$ cat config.mk
export PLATFORM = sky130hd
export DESIGN_NAME = rib_wdt_flat
export DESIGN_NICKNAME = d
export VERILOG_FILES = /design/src/rtl/rib_wdt_pkg.sv /design/src/rtl/rib_wdt_if.sv /design/src/rtl/rib_wdt.sv /design/src/flat_wrapper.sv
export SDC_FILE = /design/constraint.sdc
export NUM_CORES = 1
export LEC_CHECK = 0
export BUFFER_PORTS_ARGS = -buffer_cell sky130_fd_sc_hd__buf_2
export CAP_MARGIN = 10
export CORE_MARGIN = 5
export CORE_UTILIZATION = 49
export DETAILED_ROUTE_END_ITERATION = 16
export PLACE_DENSITY = 0.75
export SLEW_MARGIN = 5
export SYNTH_ARGS = -nofsm -noshare
export SYNTH_HDL_FRONTEND = slang
export SYNTH_SLANG_ARGS = --single-unit
$ cat constraint.sdc
create_clock -name clk -period 3.9 [get_ports clk]
set_input_delay 0.39 -clock clk [delete_from_list [all_inputs] [get_ports clk]]
set_output_delay 0.39 -clock clk [all_outputs]
set_load 0.02 [all_outputs]
$ cat src/rtl/rib_wdt_pkg.sv
// Shared RIB watchdog definitions: register offsets, bit positions, kick key,
// FSM encodings and the s6 slave base address.
package rib_wdt_pkg;

    localparam logic [31:0] WDT_S6_BASE    = 32'h0000_6000;

    localparam logic [7:0]  WDT_OFF_CTRL   = 8'h00;
    localparam logic [7:0]  WDT_OFF_LOAD   = 8'h04;
    localparam logic [7:0]  WDT_OFF_COUNT  = 8'h08;
    localparam logic [7:0]  WDT_OFF_KICK   = 8'h0C;
    localparam logic [7:0]  WDT_OFF_STATUS = 8'h10;
    localparam logic [7:0]  WDT_OFF_WINDOW = 8'h14;

    localparam int CTRL_EN          = 0;
    localparam int CTRL_INT_EN      = 1;
    localparam int CTRL_RST_EN      = 2;
    localparam int CTRL_LOCK        = 3;
    localparam int STATUS_INT_PEND  = 0;
    localparam int STATUS_BITE_SEEN = 1;

    localparam logic [31:0] WDT_KICK_KEY = 32'h5A5A_A5A5;

    localparam logic [1:0] WDT_IDLE = 2'd0;
    localparam logic [1:0] WDT_RUN  = 2'd1;
    localparam logic [1:0] WDT_WARN = 2'd2;
    localparam logic [1:0] WDT_BITE = 2'd3;

endpackage

$ cat src/rtl/rib_wdt_if.sv
// RIB slave-slot bundle for the watchdog: write strobe, address, data and the
// interrupt / reset-request outputs back to the SoC.
interface rib_wdt_if;
    logic        we_i;
    logic [31:0] addr_i;
    logic [31:0] data_i;
    logic [31:0] data_o;
    logic        int_sig_o;
    logic        rst_req_o;

    modport master (output we_i, addr_i, data_i, input data_o, int_sig_o, rst_req_o);
    modport slave  (input we_i, addr_i, data_i, output data_o, int_sig_o, rst_req_o);
endinterface

$ cat src/rtl/rib_wdt.sv
// Register-mapped watchdog: countdown, warning interrupt, then a fixed-width
// reset request. Optional kick window enabled with `define WDT_WINDOW_EN.
module rib_wdt
    import rib_wdt_pkg::*;
#(
    parameter int unsigned CNT_WIDTH = 32,
    parameter int unsigned RST_PULSE = 16,
    parameter logic [31:0] KICK_KEY  = WDT_KICK_KEY
) (
    input  logic     clk,
    input  logic     rst,
    rib_wdt_if.slave bus
);
    localparam int unsigned PW = $clog2(RST_PULSE + 1);

    logic [1:0]           state_reg;
    logic [CNT_WIDTH-1:0] count_reg;
    logic [CNT_WIDTH-1:0] load_reg;
    logic [3:0]           ctrl_reg;
    logic                 int_pend_reg;
    logic                 bite_seen_reg;
    logic [PW-1:0]        pulse_reg;

    logic [7:0]  off;
    logic        running, count_zero, ctrl_wr, load_wr, status_wr;
    logic        kick_req, kick_ok, win_viol, disable_req;
    logic        enter_bite, set_pend, bite_done;
    logic [31:0] count_ext, load_ext;
    logic        unused_addr;

    assign off         = bus.addr_i[7:0];
    assign unused_addr = ^bus.addr_i[31:8];
    assign running     = (state_reg == WDT_RUN) || (state_reg == WDT_WARN);
    assign count_zero  = (count_reg == '0);
    assign ctrl_wr     = bus.we_i && (off == WDT_OFF_CTRL) && !ctrl_reg[CTRL_LOCK] && (state_reg != WDT_BITE);
    assign load_wr     = bus.we_i && (off == WDT_OFF_LOAD) && !ctrl_reg[CTRL_LOCK] && (state_reg != WDT_BITE);
    assign status_wr   = bus.we_i && (off == WDT_OFF_STATUS);
    assign kick_req    = bus.we_i && (off == WDT_OFF_KICK) && (bus.data_i == KICK_KEY) && running;
    assign kick_ok     = kick_req && !win_viol;
    assign disable_req = ctrl_wr && !bus.data_i[CTRL_EN];
    assign bite_done   = (state_reg == WDT_BITE) && (pulse_reg == PW'(RST_PULSE - 1));

`ifdef WDT_WINDOW_EN
    logic [CNT_WIDTH-1:0] window_reg;
    logic [31:0]          window_ext;
    logic                 window_wr;

    assign window_wr = bus.we_i && (off == WDT_OFF_WINDOW) && !ctrl_reg[CTRL_LOCK] && (state_reg != WDT_BITE);
    // A key that arrives too early (count still above the window) is a violation.
    assign win_viol  = kick_req && (count_reg > window_reg);

    always_ff @(posedge clk) begin
        if (rst) begin
            window_reg <= '1;
        end else if (window_wr) begin
            window_reg <= bus.data_i[CNT_WIDTH-1:0];
        end
    end
`else
    assign win_viol = 1'b0;
`endif

    // Zero-extend the CNT_WIDTH registers onto the 32-bit read bus.
    generate
        for (genvar gi = 0; gi < 32; gi++) begin : g_ext
            if (gi < CNT_WIDTH) begin : g_bit
                assign count_ext[gi] = count_reg[gi];
                assign load_ext[gi]  = load_reg[gi];
`ifdef WDT_WINDOW_EN
                assign window_ext[gi] = window_reg[gi];
`endif
            end else begin : g_zero
                assign count_ext[gi] = 1'b0;
                assign load_ext[gi]  = 1'b0;
`ifdef WDT_WINDOW_EN
                assign window_ext[gi] = 1'b0;
`endif
            end
        end
    endgenerate

    // Timeout and violation outcomes, shared by the FSM and the status bits.
    always_comb begin
        enter_bite = 1'b0;
        set_pend   = 1'b0;
        if (running && !disable_req) begin
            if (win_viol) begin
                if (ctrl_reg[CTRL_RST_EN]) enter_bite = 1'b1;
                else                       set_pend   = 1'b1;
            end else if (!kick_ok && count_zero) begin
                if ((state_reg == WDT_WARN) && ctrl_reg[CTRL_RST_EN]) enter_bite = 1'b1;
                else                                                  set_pend   = 1'b1;
            end
        end
    end

    always_ff @(posedge clk) begin
        if (rst) begin
            state_reg <= WDT_IDLE;
            count_reg <= '0;
            pulse_reg <= '0;
        end else begin
            case (state_reg)
                WDT_IDLE: begin
                    if (ctrl_wr && bus.data_i[CTRL_EN]) begin
                        state_reg <= WDT_RUN;
                        count_reg <= load_reg;
                    end
                end
                WDT_RUN, WDT_WARN: begin
                    if (disable_req) begin
                        state_reg <= WDT_IDLE;
                    end else if (enter_bite) begin
                        state_reg <= WDT_BITE;
                        pulse_reg <= '0;
                    end else if (kick_ok) begin
                        state_reg <= WDT_RUN;
                        count_reg <= load_reg;
                    end else if (count_zero) begin
                        state_reg <= WDT_WARN;
                        count_reg <= load_reg;
                    end else begin
                        count_reg <= count_reg - 1'b1;
                    end
                end
                WDT_BITE: begin
                    if (bite_done) state_reg <= WDT_IDLE;
                    else           pulse_reg <= pulse_reg + 1'b1;
                end
                default: state_reg <= WDT_IDLE;
            endcase
        end
    end

    always_ff @(posedge clk) begin
        if (rst) begin
            ctrl_reg      <= '0;
            load_reg      <= '0;
            int_pend_reg  <= 1'b0;
            bite_seen_reg <= 1'b0;
        end else begin
            if (bite_done) begin
                ctrl_reg[CTRL_EN]   <= 1'b0;
                ctrl_reg[CTRL_LOCK] <= 1'b0;
            end else if (ctrl_wr) begin
                ctrl_reg <= bus.data_i[3:0];
            end
            if (load_wr) load_reg <= bus.data_i[CNT_WIDTH-1:0];
            // Hardware set takes priority over a simultaneous W1C.
            if (set_pend)                                       int_pend_reg <= 1'b1;
            else if (status_wr && bus.data_i[STATUS_INT_PEND])  int_pend_reg <= 1'b0;
            if (enter_bite)                                     bite_seen_reg <= 1'b1;
            else if (status_wr && bus.data_i[STATUS_BITE_SEEN]) bite_seen_reg <= 1'b0;
        end
    end

    always_comb begin
        bus.data_o = 32'd0;
        case (off)
            WDT_OFF_CTRL:   bus.data_o = {28'd0, ctrl_reg};
            WDT_OFF_LOAD:   bus.data_o = load_ext;
            WDT_OFF_COUNT:  bus.data_o = count_ext;
            WDT_OFF_STATUS: bus.data_o = {30'd0, bite_seen_reg, int_pend_reg};
`ifdef WDT_WINDOW_EN
            WDT_OFF_WINDOW: bus.data_o = window_ext;
`endif
            default:        bus.data_o = 32'd0;
        endcase
    end

    assign bus.int_sig_o = int_pend_reg & ctrl_reg[CTRL_INT_EN];
    assign bus.rst_req_o = (state_reg == WDT_BITE);

endmodule

$ cat src/flat_wrapper.sv
// flat-port wrapper written by rule: the top's interface ports become plain ports
module rib_wdt_flat import rib_wdt_pkg::*;
#(
    parameter int unsigned CNT_WIDTH = 32,
    parameter int unsigned RST_PULSE = 16,
    parameter logic [31:0] KICK_KEY  = WDT_KICK_KEY
)
  (clk, rst, bus_we_i, bus_addr_i, bus_data_i, bus_data_o, bus_int_sig_o, bus_rst_req_o);
  rib_wdt_if bus_i ();
  input  logic clk;
  input  logic rst;
  input wire logic [$bits(bus_i.we_i)-1:0] bus_we_i;
  input wire logic [$bits(bus_i.addr_i)-1:0] bus_addr_i;
  input wire logic [$bits(bus_i.data_i)-1:0] bus_data_i;
  output wire logic [$bits(bus_i.data_o)-1:0] bus_data_o;
  output wire logic [$bits(bus_i.int_sig_o)-1:0] bus_int_sig_o;
  output wire logic [$bits(bus_i.rst_req_o)-1:0] bus_rst_req_o;
  assign bus_i.we_i = bus_we_i;
  assign bus_i.addr_i = bus_addr_i;
  assign bus_i.data_i = bus_data_i;
  assign bus_data_o = bus_i.data_o;
  assign bus_int_sig_o = bus_i.int_sig_o;
  assign bus_rst_req_o = bus_i.rst_req_o;
  rib_wdt #(.CNT_WIDTH(CNT_WIDTH), .RST_PULSE(RST_PULSE), .KICK_KEY(KICK_KEY)) u_core (.clk(clk), .rst(rst), .bus(bus_i));
endmodule
; ---- Yosys cells after proc, flatten, opt, wreduce, memory -nomap -nowiden
; Index checks and enable logic that the tools add are counted.
[totals]
register_bits = 77
latch_bits = 0
mem_bits_rw = 0
rom_bits = 0
inputBits = 67
output_inout_bits = 34
elab_cells = 93
mem_count = 0
[op_classes]
addsub = 2
multipliers = 0
div = 0
order_cmp = 0
n_eq_ne = 17
shift = 0
muxes = 28
bitwise_logic = 2
n_reduce_logical = 36
[op_table]
columns = operator, count
row1 = $mux 32, 5
row2 = $pmux 32 s4, 1
row3 = $pmux 32 s2, 1
row4 = $eq 32x31->1 const B, 1
row5 = $logic_not 32->1, 1
row6 = $sub 32x1->32 const B, 1
row7 = $logic_and 1x1->1, 18
row8 = $eq 8x4->1 const B, 2
row9 = $mux 5, 3
row10 = $mux 2, 6
row11 = $mux 1, 10
row12 = $pmux 5 s2, 1
row13 = $eq 8x3->1 const B, 1
row14 = $eq 8x5->1 const B, 1
row15 = $logic_not 8->1, 1
row16 = $ne 2x2->1 const B, 4
row17 = $reduce_and 4->1, 2
row18 = $reduce_bool 2->1, 4
row19 = $ne 2x1->1 const B, 3
row20 = $pmux 2 s3, 1
row21 = $add 5x1->5 const B, 1
row22 = $eq 5x4->1 const B, 1
row23 = $ne 5x1->1 const B, 1
row24 = $eq 2x2->1 const B, 2
row25 = other kinds (9), 13

; ---- Depth between registers and ports, before layout
[depth]
ltp_word = 11
ltp_mapped = 11
depth_no_buf = 9

; ---- Least setup slack after synthesis
; No wires, ideal clock.
[synth_path]
path_type = register to register
startpoint = reg u_core.count_reg[0] (netlist: u_core.count_ext[0])
endpoint = reg u_core.count_reg[20] (netlist: u_core.count_ext[20])
setup_ns = 0.119
t_arrival_ns = 2.479
required_ns = 3.781
path_slack_ns = 1.302
path_stages_with_launch = 11
n_path_buf = 2
synth_period_minus_slack_ns = 2.598
path_cell_list = dfxtp_1 -> inv_1 -> ha_1 -> or3b_2 -> buf_2 -> nor4_4 -> nand4b_4 -> o31a_2 -> buf_6 -> o21a_1 -> o221a_2
[synth_via]
elab_chain_len = 6
[synth_rtl]
columns = item, line
row1 = start: declaration, rib_wdt.sv:17  ; logic [CNT_WIDTH-1:0] count_reg;
row2 = start signal: assignment, rib_wdt.sv:107  ; count_reg <= load_reg;
row3 = start signal: assignment, rib_wdt.sv:118  ; count_reg <= load_reg;
row4 = start signal: assignment, rib_wdt.sv:121  ; count_reg <= load_reg;
row5 = $sub 32x1->32 / $logic_not 32->1 (equally long branches), "rib_wdt.sv:123, rib_wdt.sv:34"
row6 = $mux 32 / $logic_and 1x1->1 (equally long branches), "rib_wdt.sv:119, rib_wdt.sv:90"
row7 = $mux 32 / $mux 1 (equally long branches), "rib_wdt.sv:116, rib_wdt.sv:90"
row8 = $mux 32 / $mux 1 (equally long branches), "rib_wdt.sv:113, rib_wdt.sv:86"
row9 = $mux 32 / $ne 2x2->1 (equally long branches), n/a
row10 = $pmux 32 s2 / $reduce_and 4->1 (equally long branches), n/a
; Parallel ways exist; a longest one is shown, timed or not. The select of a mux whose other input is x is not followed.
; A chain may end at the register's enable or synchronous reset.

; ---- Worst setup path after layout
[layout_path]
startpoint = reg u_core.count_reg[1] (netlist: u_core.count_ext[1])
endpoint = reg u_core.count_reg[26] (netlist: u_core.count_ext[26])
; The elaborated chain is that of the path after synthesis.

==> out/metrics.csv <==
metric,value,unit
drt-total-wl,13900,um
path_clk_slew,0.08,ns
syn_nets,669,
syn_avg_cell_area,7.79,um2
final_nets,730,
startpoint,u_core.count_ext[1],
syn2layout_area_growth,14.2,%
seqPwrFrac,0.377,
hold_violations,0,
synth_most_common_cell,nand2_1,
path_cells,"inv_1, ha_1, or3b_2, nor4_4, buf_4, nand4b_4, nand3_1, buf_4, nor3_1, a2111oi_2",
drv_cap,0,
reg2reg_slack,0.87,ns
reg2reg_to,u_core.count_ext[26],
power.density,431,mW/mm2
cp-end-kind,flop,
p_comb_frac,0.370,
p_switching,0.879,mW
core_area,0.00924,mm2
power.internal,1.41,mW
maxSlewViolCount,0,
hpwl,9890,um
cts.sinks,77,
grt_pass1_wl,22900,um
cp_slowest_cell,or3b_2,
status,finished clean,
hold_end,u_core.load_ext[5],
routabilityCongestion,0.937,
synth.cells.most_frequent,"91 x nand2_1, 77 x dfxtp_1, 71 x a21oi_1, 37 x nor2_1, 34 x inv_1",
r2r_start,u_core.count_ext[1],
cts_root_buf,clkbuf_8,
grt_use_total,0.243,
final_util,0.574,
fp-row-count,35,
cts_setup_buffers,0,
worst_slack,0.871,ns
cpPeakStageDelay,0.56,ns
worstPathArrival,3.28,ns
antenna_left,0,
synth_edf_count,0,
ys_ff_latch,77,
ir_drop,277,uV
wl_per_cell,17.7,um
cellLeakagePower,2.03,nW
synth_largest_area_cell,dfxtp_1,
antenna_found_initial,0,
synth.distinct_cells,67,
ff2ff_path_depth,10,
hold_class,in2reg,
worst_setup_path_start_kind,flop,
grt_pass1_vias,4736,
netSwitchingFraction,0.384,
crit_family,simple AND/OR/NAND/NOR gates,
max_clock_freq,0.330,GHz
p_clk_frac,0.253,
ys.warnings.count,0,
crit_top_cell,buf_4,
tightest_slew,0.861,ns
hold_start,bus_data_i[5],
die-area,0.0115,mm2
synthCells,596,
insertion_delay,0.35,ns
synth_top_cell_area_share,0.332,
criticalPathCategory,reg2reg,
viasPerCell,6.13,
die_width,107,um
tns,0,ns
cts_resized,0,
synth_area,0.00465,mm2
via_count,4836,
fin_skew,0.00879,ns
cts_hold_buf,0,
synthArstFlopShare,0,
fin_hold_ws,0.276,ns
ys_seq_area_frac,0.332,
drc,0,
maxSlewHeadroom,0.426,
fin_crit_sh,0.777,
cts_buffers,9,
antenna_cells,0,
htree_levels,3,
tritoncts,done,
num_io_pins,101,
nFillCells,909,
die_y,107,um
synth.area.top_cells,"dfxtp_1 33%, a21oi_1 7.6%, nand2_1 7.4%",
crit_fanout,14,
io_buffers,76,
holdPathStages,3,
dp_slack,0.785,ns
grt_max_degree,70,
finalSetupViolCount,0,
drive_above_1_share,0.202,
globalRouteOverflowTotal,0,
first_pass_iters,7,
cts_max_path_buffers,2,
period_minus_slack,3.03,ns
required,4.16,ns
finalPower,2.29,mW
rsz0062_at_grt,no,
drt-initial-drc-count,405,
critPathBufInv,3,
start_util,0.503,
synth-main-ff-cell,dfxtp_1,
[how the worst max path moves through the flow]
stage,endpoint,slack [ns],depth (start not counted)
6_report,u_core.count_ext[26],0.87,10
5_1_grt,u_core.count_ext[10],0.68,10
4_1_cts,u_core.count_ext[26],0.90,10
3_5_place_dp,u_core.count_ext[26],0.78,8
3_3_place_gp,u_core.count_ext[26],0.82,8
2_1_floorplan,u_core.count_ext[20],1.30,10
[routing by layer]
metal / global-route usage / routed length, um / up-vias
met1: 0.314 / 5980 / 2268
met4: 0.106 / 308 / 0
li1: - / - / 2341
met5: 0 / 0 / -
met3: 0.0390 / 930 / 25
met2: 0.402 / 6730 / 202
[kinds of logic (layout without fill, tap and decap cells)]
logic type | count (synthesis) | in the layout | synth area share
and+or+nand+nor | 242 | 242 | 0.273
muxes | 14 | 14 | 0.0304
buffers and inverters | 78 | 142 | 0.0751
adders and majority gates | 6 | 6 | 0.0162
AOI/OAI and AO/OA | 179 | 179 | 0.274
DFF | 77 | 77 | 0.332
[final cells by class]
| cell class | instances | area, um2 | area share |
|---|---|---|---|
| clock buffers | 9 | 124 | 0.0233 |
| clock inverters | 5 | 53.8 | 0.0101 |
| inverters | 34 | 128 | 0.0241 |
| multi-input cells | 441 | 2770 | 0.522 |
| flip-flops and latches | 77 | 1540 | 0.290 |
| well taps | 129 | 161 | 0.0304 |
| repair buffers | 94 | 528 | 0.0995 |
[worst reg2reg max path, cell delays in order (launching register included)]
cell	delay [ns]
dfxtp_1	0.36
inv_1	0.09
ha_1	0.20
or3b_2	0.56
nor4_4	0.15
buf_4	0.21
nand4b_4	0.18
nand3_1	0.49
buf_4	0.28
nor3_1	0.07
a2111oi_2	0.32
[layout by cell type, fill, tap and decap left out, types with 4 or more instances in the layout]
master     count
nand3_1       15
nor4_1        17
a21oi_1       71
nand2_1       91
nor4bb_1       5
and4_1         5
or3_1          5
nor3_1        23
nor2_1        36
ha_1           6
and3_1         7
o21ai_0       14
buf_4         17
o31a_1         4
nand4_1        8
a2111oi_2      5
inv_1         34
a22o_1        27
mux2i_1       13
o31ai_1        6
dfxtp_1       77
or4_1          5
o32ai_1       14
clkbuf_8       9
nor4b_1        5
buf_2         76
a211oi_1       7
[power groups by stage]
| stage | Combinational (mW) | Sequential [mW] | Clock, mW |
|---|---|---|---|
| after global placement | 0.808 | 0.875 | 0 |
| after detailed placement | 0.819 | 0.878 | 0 |
| after CTS | 0.827 | 0.859 | 0.588 |
| after global routing | 0.923 | 0.865 | 0.629 |
| final | 0.846 | 0.861 | 0.578 |
| after floorplan | 0.600 | 0.863 | 0 |
[through the flow]
step	cells	cell area, um2
after CTS	789	5310
after global placement	775	5130
after detailed placement	775	5130
after global routing	789	5310
final	789	5310
after floorplan	596	4650
(Power assumes the default switching activity.)
